### config.mk
export PLATFORM = sky130hd
export DESIGN_NAME = ip_accumulate
export DESIGN_NICKNAME = d
export VERILOG_FILES = /design/src/rtl/ip_pkg.sv /design/src/rtl/ip_accumulate_float_add.sv /design/src/rtl/ip_accumulate.sv
export SDC_FILE = /design/constraint.sdc
export NUM_CORES = 1
export LEC_CHECK = 0
export ABC_CLOCK_PERIOD_IN_PS = 17550
export BUFFER_PORTS_ARGS = -buffer_cell sky130_fd_sc_hd__buf_2
export CAP_MARGIN = 20
export CELL_PAD_IN_SITES_DETAIL_PLACEMENT = 0
export CELL_PAD_IN_SITES_GLOBAL_PLACEMENT = 2
export CORE_ASPECT_RATIO = 1.75
export CORE_MARGIN = 4
export CORE_UTILIZATION = 40
export CTS_CLUSTER_DIAMETER = 200
export DETAILED_ROUTE_END_ITERATION = 8
export PLACE_DENSITY = 0.82
export SYNTH_ARGS = -nofsm -noshare
export SYNTH_HDL_FRONTEND = slang
export SYNTH_HIERARCHICAL = 1
export SYNTH_SLANG_ARGS = --single-unit
### constraint.sdc
create_clock -name clk -period 17.55 [get_ports clk]
set_input_delay 1.755 -clock clk [delete_from_list [all_inputs] [get_ports clk]]
set_output_delay 1.755 -clock clk [all_outputs]
set_load 0.02 [all_outputs]
### src/rtl/ip_pkg.sv
// ip_pkg: shared FP32 types, accumulator FSM states and a leading-zero counter
package ip_pkg;

    typedef logic [31:0] fp32_t;

    localparam fp32_t FP32_ZERO = 32'h0000_0000;
    localparam fp32_t FP32_QNAN = 32'h7FC0_0000;

    typedef enum logic [1:0] {
        IDLE,
        ADD,
        BIAS,
        OUT
    } ip_acc_state_e;

    // Leading zeros of a 27-bit aligned mantissa; 27 when the value is zero
    function automatic logic [4:0] lzc27(input logic [26:0] v);
        logic [4:0] n;
        n = 5'd27;
        for (int i = 0; i < 27; i++) begin
            if (v[i]) n = 5'(26 - i);
        end
        return n;
    endfunction

endpackage

### src/rtl/ip_accumulate_float_add.sv
// float_add: pipelined FP32 adder (round-to-nearest-even), result LAT edges after operands, aclr clears the pipe
module float_add
    import ip_pkg::*;
#(
    parameter int LAT = 7
) (
    input  logic  clk,
    input  logic  aclr,
    input  fp32_t a,
    input  fp32_t b,
    output fp32_t result
);

    logic        swap;
    fp32_t       x;
    fp32_t       y;
    logic [7:0]  ex;
    logic [7:0]  ey;
    logic [7:0]  diff;
    logic [4:0]  dsh;
    logic [4:0]  lz;
    logic [23:0] mx;
    logic [23:0] my;
    logic [55:0] wide;
    logic [27:0] fx;
    logic [27:0] fy;
    logic [27:0] s;
    logic [26:0] s2;
    logic [9:0]  sh;
    logic [9:0]  e;
    logic [9:0]  ef;
    logic        up;
    logic [30:0] mag;
    fp32_t       fin;
    fp32_t       sum_d;
    fp32_t       pipe_q [LAT];

    logic nan_a, nan_b, inf_a, inf_b;

    assign nan_a = (&a[30:23]) & (|a[22:0]);
    assign nan_b = (&b[30:23]) & (|b[22:0]);
    assign inf_a = (&a[30:23]) & ~(|a[22:0]);
    assign inf_b = (&b[30:23]) & ~(|b[22:0]);

    // Align the smaller magnitude, add/subtract with guard/round/sticky, normalise, round, then apply NaN/Inf rules
    always_comb begin
        swap = b[30:0] > a[30:0];
        x    = swap ? b : a;
        y    = swap ? a : b;
        ex   = (x[30:23] == 8'd0) ? 8'd1 : x[30:23];
        ey   = (y[30:23] == 8'd0) ? 8'd1 : y[30:23];
        mx   = {|x[30:23], x[22:0]};
        my   = {|y[30:23], y[22:0]};
        diff = ex - ey;
        dsh  = (diff > 8'd31) ? 5'd31 : diff[4:0];
        wide = {1'b0, my, 3'b000, 28'd0} >> dsh;
        fx   = {1'b0, mx, 3'b000};
        fy   = wide[55:28] | {27'd0, |wide[27:0]};
        s    = (x[31] == y[31]) ? fx + fy : fx - fy;
        lz   = lzc27(s[26:0]);
        sh   = ({5'd0, lz} < ({2'd0, ex} - 10'd1)) ? {5'd0, lz} : ({2'd0, ex} - 10'd1);
        s2   = s[27] ? {s[27:2], |s[1:0]} : (s[26:0] << sh);
        e    = s[27] ? ({2'd0, ex} + 10'd1) : ({2'd0, ex} - sh);
        ef   = s2[26] ? e : 10'd0;
        up   = s2[2] & (s2[3] | s2[1] | s2[0]);
        mag  = (ef >= 10'd255) ? {8'hFF, 23'd0} : ({ef[7:0], s2[25:3]} + {30'd0, up});
        fin  = (s == 28'd0) ? {x[31] & y[31], 31'd0} : {x[31], mag};
        sum_d = (nan_a | nan_b | (inf_a & inf_b & (a[31] != b[31]))) ? FP32_QNAN :
                inf_a ? a : inf_b ? b : fin;
    end

    // Delay line giving the fixed LAT-edge latency; cleared asynchronously to drop in-flight sums
    always_ff @(posedge clk or posedge aclr) begin
        if (aclr) begin
            for (int i = 0; i < LAT; i++) pipe_q[i] <= FP32_ZERO;
        end else begin
            pipe_q[0] <= sum_d;
            for (int i = 1; i < LAT; i++) pipe_q[i] <= pipe_q[i-1];
        end
    end

    assign result = pipe_q[LAT-1];

endmodule

### src/rtl/ip_accumulate.sv
// ip_accumulate: folds FP32 partial dot-product chunks of one neuron, adds bias, emits result under valid/ready
// Optional IP_ACC_RELU_EN: results with the sign bit set are replaced by +0.0
module ip_accumulate
    import ip_pkg::*;
#(
    parameter int ADD_LAT = 7,
    parameter int CNT_W   = 8
) (
    input  logic             clk,
    input  logic             reset,
    input  logic [31:0]      in_data,
    input  logic [7:0]       in_id,
    input  logic             in_last,
    input  logic             in_valid,
    output logic             in_ready,
    input  logic [31:0]      bias,
    output logic [31:0]      out_data,
    output logic [7:0]       out_id,
    output logic [CNT_W-1:0] out_count,
    output logic             out_err,
    output logic             out_valid,
    input  logic             out_ready
);

    localparam int LAT_W = (ADD_LAT < 2) ? 1 : $clog2(ADD_LAT + 1);

    ip_acc_state_e    state_q, state_d;
    fp32_t            acc_q, acc_d;
    fp32_t            op_a_q, op_a_d;
    fp32_t            op_b_q, op_b_d;
    fp32_t            bias_q, bias_d;
    logic [CNT_W-1:0] cnt_q, cnt_d;
    logic [LAT_W-1:0] lat_q, lat_d;
    logic [7:0]       id_q, id_d;
    logic             last_q, last_d;
    logic             err_q, err_d;
    logic             in_ready_q, in_ready_d;
    fp32_t            out_data_q, out_data_d;
    logic [7:0]       out_id_q, out_id_d;
    logic [CNT_W-1:0] out_count_q, out_count_d;
    logic             out_err_q, out_err_d;
    logic             out_valid_q, out_valid_d;

    fp32_t sum;
    fp32_t res;
    logic  accept;
    logic  lat_done;

    float_add #(.LAT(ADD_LAT)) u_add (
        .clk    (clk),
        .aclr   (!reset),
        .a      (op_a_q),
        .b      (op_b_q),
        .result (sum)
    );

`ifdef IP_ACC_RELU_EN
    assign res = sum[31] ? FP32_ZERO : sum;
`else
    assign res = sum;
`endif

    assign accept   = in_valid & in_ready_q & (state_q == IDLE);
    assign lat_done = (lat_q == LAT_W'(ADD_LAT));

    // Next-state and datapath: the single adder is shared, chunk folds in ADD then bias in BIAS
    always_comb begin
        state_d     = state_q;
        acc_d       = acc_q;
        op_a_d      = op_a_q;
        op_b_d      = op_b_q;
        bias_d      = bias_q;
        cnt_d       = cnt_q;
        lat_d       = lat_q;
        id_d        = id_q;
        last_d      = last_q;
        err_d       = err_q;
        out_data_d  = out_data_q;
        out_id_d    = out_id_q;
        out_count_d = out_count_q;
        out_err_d   = out_err_q;
        out_valid_d = out_valid_q;
        case (state_q)
            IDLE: if (accept) begin
                op_a_d  = acc_q;
                op_b_d  = in_data;
                cnt_d   = (&cnt_q) ? cnt_q : cnt_q + CNT_W'(1);
                lat_d   = '0;
                id_d    = (cnt_q == '0) ? in_id : id_q;
                err_d   = err_q | ((cnt_q != '0) & (in_id != id_q));
                bias_d  = in_last ? bias : bias_q;
                last_d  = in_last;
                state_d = ADD;
            end
            ADD: if (lat_done) begin
                acc_d   = sum;
                lat_d   = '0;
                op_a_d  = last_q ? sum : op_a_q;
                op_b_d  = last_q ? bias_q : op_b_q;
                state_d = last_q ? BIAS : IDLE;
            end else begin
                lat_d = lat_q + LAT_W'(1);
            end
            BIAS: if (lat_done) begin
                out_data_d  = res;
                out_id_d    = id_q;
                out_count_d = cnt_q;
                out_err_d   = err_q;
                out_valid_d = 1'b1;
                state_d     = OUT;
            end else begin
                lat_d = lat_q + LAT_W'(1);
            end
            OUT: if (out_ready) begin
                out_valid_d = 1'b0;
                acc_d       = FP32_ZERO;
                cnt_d       = '0;
                err_d       = 1'b0;
                last_d      = 1'b0;
                state_d     = IDLE;
            end
            default: state_d = IDLE;
        endcase
        in_ready_d = (state_d == IDLE);
    end

    // State and registered outputs; in_ready rises one edge after reset release
    always_ff @(posedge clk or negedge reset) begin
        if (!reset) begin
            state_q     <= IDLE;
            acc_q       <= FP32_ZERO;
            op_a_q      <= FP32_ZERO;
            op_b_q      <= FP32_ZERO;
            bias_q      <= FP32_ZERO;
            cnt_q       <= '0;
            lat_q       <= '0;
            id_q        <= '0;
            last_q      <= 1'b0;
            err_q       <= 1'b0;
            in_ready_q  <= 1'b0;
            out_data_q  <= FP32_ZERO;
            out_id_q    <= '0;
            out_count_q <= '0;
            out_err_q   <= 1'b0;
            out_valid_q <= 1'b0;
        end else begin
            state_q     <= state_d;
            acc_q       <= acc_d;
            op_a_q      <= op_a_d;
            op_b_q      <= op_b_d;
            bias_q      <= bias_d;
            cnt_q       <= cnt_d;
            lat_q       <= lat_d;
            id_q        <= id_d;
            last_q      <= last_d;
            err_q       <= err_d;
            in_ready_q  <= in_ready_d;
            out_data_q  <= out_data_d;
            out_id_q    <= out_id_d;
            out_count_q <= out_count_d;
            out_err_q   <= out_err_d;
            out_valid_q <= out_valid_d;
        end
    end

    assign in_ready  = in_ready_q;
    assign out_data  = out_data_q;
    assign out_id    = out_id_q;
    assign out_count = out_count_q;
    assign out_err   = out_err_q;
    assign out_valid = out_valid_q;

endmodule

==> flow_summary.ini, run 1 <==
[placement]
placedCellCount = 4189
port_buffers = 127
hpwl_um = 91700
gp_congestion = 1.04
pre_cts_slack_ps = -394

[route]
routed_wirelength_um = 116000
vias = 26100
firstDrtPassIters = 6
wl_per_cell_um = 27.2
drc_errors = 0
vias_per_cell = 6.12
first_iter_violations = 2063
postRouteAntennaNets = 0

[clock_network]
root_buffer = clkbuf_16
htreeDepth = 2
clk_path_buf_depth = 3
cts_sinks = 426
clk_latency_ps = 540
clk_pin_slew_ps = 80
cts_tree = done
numCtsBuffers = 34

[timing]
hold_ws_ps = 324
hold_violations = 0
drv_slew = 0
max_slew_margin_pct = 13.2
fmax_mhz = 59.9
fin_ws_ps = 859
final-setup-viol-count = 0
clock_skew_ps = 26.9
rsz0062_at_grt = no
final.period_utilization_pct = 95.1
worst_pin_slew_ps = 1270
period_needed_ps = 16690
finalSetupTns_ps = 0

[worst_setup_path]
end_kind = flip-flop
r2r.worst_path.cells = 67
cp.required_ps = 17960
start_kind = flip-flop
crit_arrival_ps = 17100
crit_type = reg -> reg
crit_fanout = 16
r2r-start = op_a_q[30]$_DFFE_PN0P_
reg2reg_to = u_add/pipe_q[218]$_DFF_PP0_
crit_top_cell = ha_1
reg2reg_slack_ps = 860
slowest_stage = or4_1
slowest_delay_ps = 670

[worst_hold_path]
hold_start = u_add/pipe_q[69]$_DFF_PP0_
hold_class = reg -> reg
min_path_cells = 0
worstHoldEndpoint = u_add/pipe_q[37]$_DFF_PP0_

[yosys]
netlist_area_sq_um = 28400
yosys_warnings = 6
synthTopCellsByArea = dfrtp_1, ha_1, o21ai_0
synth_edf_count = 0
async_reset_ff_share_pct = 100
synth_cell_types = 121
synth_cells = 3185
ys_seq_area_share_pct = 37.5
synth_top_cell_area_share_pct = 37.5
yosysTopAreaCell = dfrtp_1
synth_top_flop_cell = dfrtp_1
syn_area_per_cell_sq_um = 8.93
synth-seq-cells = 426

[floorplanning]
rows = 129
start_util_pct = 40.3
die_y_um = 361
pin_count = 128
core_sq_um = 70500
die-area_sq_um = 75600
die_x_um = 210

[grt]
grt_max_degree = 150
grt_pass1_vias = 26400
grt.overflow.total = 0
antenna_found_initial = 6
grt_use_total_pct = 29.8
grt_pass1_wl_um = 172000

[outcome]
outcome = finished clean

[finish]
n_fill_cell = 6905
syn_to_final_growth_pct = 12.5
instances_no_fill = 4272
nNetsFinal = 3514
layout-drive-gt1-share_pct = 17.9

[run]
cap_violations = 0
cells in the mapped netlist (13+ instances only):
cell type	count
dfrtp_1	426
nand2_1	310
o21ai_0	257
nor2_1	253
a21oi_1	200
inv_1	123
ha_1	111
mux2i_1	108
mux2_2	102
nor3_1	101
clkbuf_1	91
nand3_1	76
nand2b_1	60
buf_2	53
buf_4	51
nand4_1	47
xnor2_1	45
o211ai_1	44
nor4_1	42
a211oi_1	35
a21o_1	33
a31oi_1	31
or3_1	31
o22ai_1	30
o31ai_1	22
o21a_1	19
or2_2	19
and2_1	18
and3_1	18
nor2b_1	16
o2111ai_1	16
o21bai_1	16
o31a_1	16
a211o_1	15
a22oi_1	14
mux4_2	14
a2111oi_0	13
o21ai_1	13
cell families (layout without fill, tap and decap cells):
family / Yosys count / after routing / synth area share (%)
buffers and inverters: 339 / 503 / 5.51
adders and majority gates: 115 / 115 / 5.06
AOI/OAI and AO/OA: 951 / 951 / 22.5
other: 1 / 7 / 0.0132
muxes: 226 / 226 / 9.04
and+or+nand+nor: 1071 / 1071 / 18.6
xor gates and xnor gates: 56 / 56 / 1.73
DFF: 426 / 426 / 37.5
layout make-up:
cell class / count / area (sq um) / area share [%]
Antenna cell: 5 / 12.5 / 0.0391
Clock buffer: 44 / 940 / 2.94
Clock inverter: 17 / 209 / 0.654
Inverter: 132 / 505 / 1.58
Multi-Input combinational cell: 2421 / 16400 / 51.3
Sequential cell: 426 / 10700 / 33.3
Tap cell: 917 / 1150 / 3.59
Timing Repair Buffer: 310 / 2100 / 6.56
placed cells by master (no fill, tap or decap), types with 35 or more instances in the layout:
| cell | instances |
|---|---|
| nor2_1 | 251 |
| buf_4 | 177 |
| a211oi_1 | 35 |
| xnor2_1 | 43 |
| ha_1 | 110 |
| clkbuf_16 | 35 |
| o21ai_0 | 254 |
| a21oi_1 | 198 |
| nand4_1 | 47 |
| nor3_1 | 97 |
| dfrtp_1 | 426 |
| mux2_2 | 102 |
| buf_2 | 126 |
| o211ai_1 | 44 |
| mux2i_1 | 108 |
| nand3_1 | 76 |
| nor4_1 | 41 |
| nand2_1 | 308 |
| nand2b_1 | 60 |
| inv_1 | 121 |
through the flow:
stage	utilization [%]	cell area, sq um
4_1_cts	45.0	31700
3_5_place_dp	43.3	30600
6_report	45.3	32000
2_1_floorplan	-	28400
5_1_grt	45.3	32000
3_3_place_gp	43.3	30500
state kept, by name (all words and copies together), names as in the netlist, 32 cells and up:
| name | flops |
|---|---|
| op_a_q | 32 |
| out_data | 32 |
| bias_q | 32 |
| u_add/result | 32 |
| u_add/pipe_q | 192 |
| acc_q | 32 |
| op_b_q | 32 |
worst max-delay path by stage:
stage,from,end,slack (ps),cells past startpoint
after CTS,op_a_q[18]$_DFFE_PN0P_,u_add/pipe_q[193]$_DFF_PP0_,70,72
after detailed placement,op_a_q[30]$_DFFE_PN0P_,u_add/pipe_q[193]$_DFF_PP0_,-390,72
after global placement,op_a_q[30]$_DFFE_PN0P_,u_add/pipe_q[193]$_DFF_PP0_,-350,72
final,op_a_q[30]$_DFFE_PN0P_,u_add/pipe_q[218]$_DFF_PP0_,860,67
after global routing,op_a_q[29]$_DFFE_PN0P_,u_add/pipe_q[193]$_DFF_PP0_,70,74
after floorplan,op_a_q[24]$_DFFE_PN0P_,u_add/pipe_q[213]$_DFF_PP0_,2030,79
repair_timing:
action / CTS / global route
resized for setup: 2 / 20
setup endpoints to repair: 31 / 31
pin swaps: 0 / 7
setup buffers: 0 / 16
hold buffers: 0 / 0
worst max-delay path, delay by kind of cell, from the launching register on:
family	cells	cell delay (ps)
flops	1	470
mux	1	640
buf+inv	7	1110
simple gates	28	6170
compound gates	25	6420
fa+ha+maj	5	1380
xor+xnor	1	340
per-layer routing:
metal	wire length (um)	global-route usage (%)	vias up
met5	0	0	-
met4	10800	21.2	0
met3	4750	2.45	380
met2	59800	54.4	1042
met1	41100	32.1	12700
li1	-	-	12000
Power of run 1 is left out: the tool's default activity adds up to more than one toggle a clock period on the data nets, which glitch-free logic cannot reach.
==> run 2: changes to the inputs <==
--- a/config.mk
+++ b/config.mk
@@ -12,10 +12,10 @@
 export CELL_PAD_IN_SITES_GLOBAL_PLACEMENT = 2
 export CORE_ASPECT_RATIO = 1.75
 export CORE_MARGIN = 4
-export CORE_UTILIZATION = 40
+export CORE_UTILIZATION = 35
 export CTS_CLUSTER_DIAMETER = 200
 export DETAILED_ROUTE_END_ITERATION = 8
-export PLACE_DENSITY = 0.82
+export PLACE_DENSITY = 0.73
 export SYNTH_ARGS = -nofsm -noshare
 export SYNTH_HDL_FRONTEND = slang
 export SYNTH_HIERARCHICAL = 1
==> flow_summary.ini, run 2 (same netlist as run 1, synthesis figures left out) <==
[worst_setup_path]
reg2reg_slack_ps = 1010
crit_type = reg -> reg
r2r.worst_path.cells = 73
end_kind = flip-flop
cp.required_ps = 17990
cp_top_family = compound AO/OA/AOI/OAI gates
path_buf_inv = 10
crit_arrival_ps = 16980
r2r-start = op_a_q[18]$_DFFE_PN0P_
slowest_stage = a2111oi_1
slowest_delay_ps = 510
crit_top_cell = a21oi_1
start_kind = flip-flop
reg2reg_to = u_add/pipe_q[216]$_DFF_PP0_
crit_fanout = 16

[worst_hold_path]
hold_start = u_add/pipe_q[78]$_DFF_PP0_
worstHoldEndpoint = u_add/pipe_q[46]$_DFF_PP0_
hold_class = reg -> reg
min_path_cells = 0

[route]
routed_wirelength_um = 122000
vias_per_cell = 5.84
postRouteAntennaNets = 0
vias = 26300
drc_errors = 0
wl_per_cell_um = 27.0
firstDrtPassIters = 6
first_iter_violations = 2030

[finish]
nNetsFinal = 3612
syn_to_final_growth_pct = 15.6
largest_reg_flops = 192
layout_commonest_cell = dfrtp_1
layout_common_cells = dfrtp_1, nand2_1, buf_4
regMostFlops = u_add/pipe_q
layout-drive-gt1-share_pct = 20.1

[placement]
port_buffers = 127
hpwl_um = 98200
gp_congestion = 0.985

[clock_network]
root_buffer = clkbuf_16
numCtsBuffers = 34
cts_sinks = 426
hold_buffers = 0
htreeDepth = 2
clk_latency_ps = 550
clk_path_buf_depth = 3
clk_pin_slew_ps = 70
cts_tree = done

[timing]
finalSetupTns_ps = 0
hold_violations = 0
period_needed_ps = 16540
worst_pin_slew_ps = 1190
drv_slew = 0
fmax_mhz = 60.5
clock_skew_ps = 19.4
final.period_utilization_pct = 94.3
max_slew_margin_pct = 20.4
final-setup-viol-count = 0

[floorplanning]
pin_count = 128
die_x_um = 223
die_y_um = 385
rows = 138
start_util_pct = 35.2
core_sq_um = 80800
die-area_sq_um = 86000

[outcome]
outcome = finished clean

[grt]
grt_pass1_wl_um = 180000
antenna_found_initial = 3
grt_use_total_pct = 27.6
grt_pass1_vias = 27000
grt_max_degree = 158
grt.overflow.total = 0

[run]
cap_violations = 0
## run 2: cell types whose count changed in the layout (fill, tap and decap cells not counted), sizes merged
cell,change
clkdlybuf4s18,-1
clkbuf,+4
diode,+1
bufinv,-1
clkinv,-2
buf,+99
## run 2: worst max-delay path by stage
stage,from,to,slack [ps],cells after the start
2_1_floorplan,op_a_q[24]$_DFFE_PN0P_,u_add/pipe_q[213]$_DFF_PP0_,2030,79
3_3_place_gp,op_a_q[30]$_DFFE_PN0P_,u_add/pipe_q[214]$_DFF_PP0_,-110,72
3_5_place_dp,op_a_q[30]$_DFFE_PN0P_,u_add/pipe_q[221]$_DFF_PP0_,130,71
4_1_cts,op_a_q[30]$_DFFE_PN0P_,u_add/pipe_q[221]$_DFF_PP0_,20,73
5_1_grt,op_a_q[30]$_DFFE_PN0P_,u_add/pipe_q[193]$_DFF_PP0_,-20,73
6_report,op_a_q[18]$_DFFE_PN0P_,u_add/pipe_q[216]$_DFF_PP0_,1010,73
## run 2: area by class of cell
type                    instances  area (sq um)
fillers                      8067         48000
multi-input cells            2421         16400
flip-flops and latches        426         10700
repair buffers                408          2830
well taps                    1050          1310
clock buffers                  48           983
inverters                     132           505
clock inverters                14           189
diodes                          6          15.0
## run 2: per-stage QoR
step                      std cells  area (sq um)  setup WS [ps]  util, %  hold slack [ps]
after global placement         4429         31500           -108     39.0              331
final                          4505         32900           1010     40.7              343
after floorplan                3186         28400           2030        -              331
after CTS                      4495         32700           21.8     40.5              344
after detailed placement       4433         31600            129     39.0              335
after global routing           4505         32900          -18.0     40.7              350
## run 2: timing repair
action,in CTS,in global routing
setup endpoints to repair,0,31
setup buffers,0,3
resized for setup,0,15
## run 2: layer usage
metal  vias up  share of wire (%)  GRT usage (%)  wire length (um)
met5         -                  0              0                 0
met4         0                7.4           16.9              9020
met3       273                3.2           1.56              3850
met2       837                 54           52.8             65200
met1     13000                 36           29.4             43600
li1      12200                  -              -                 -
Power of run 2 is left out for the same reason.
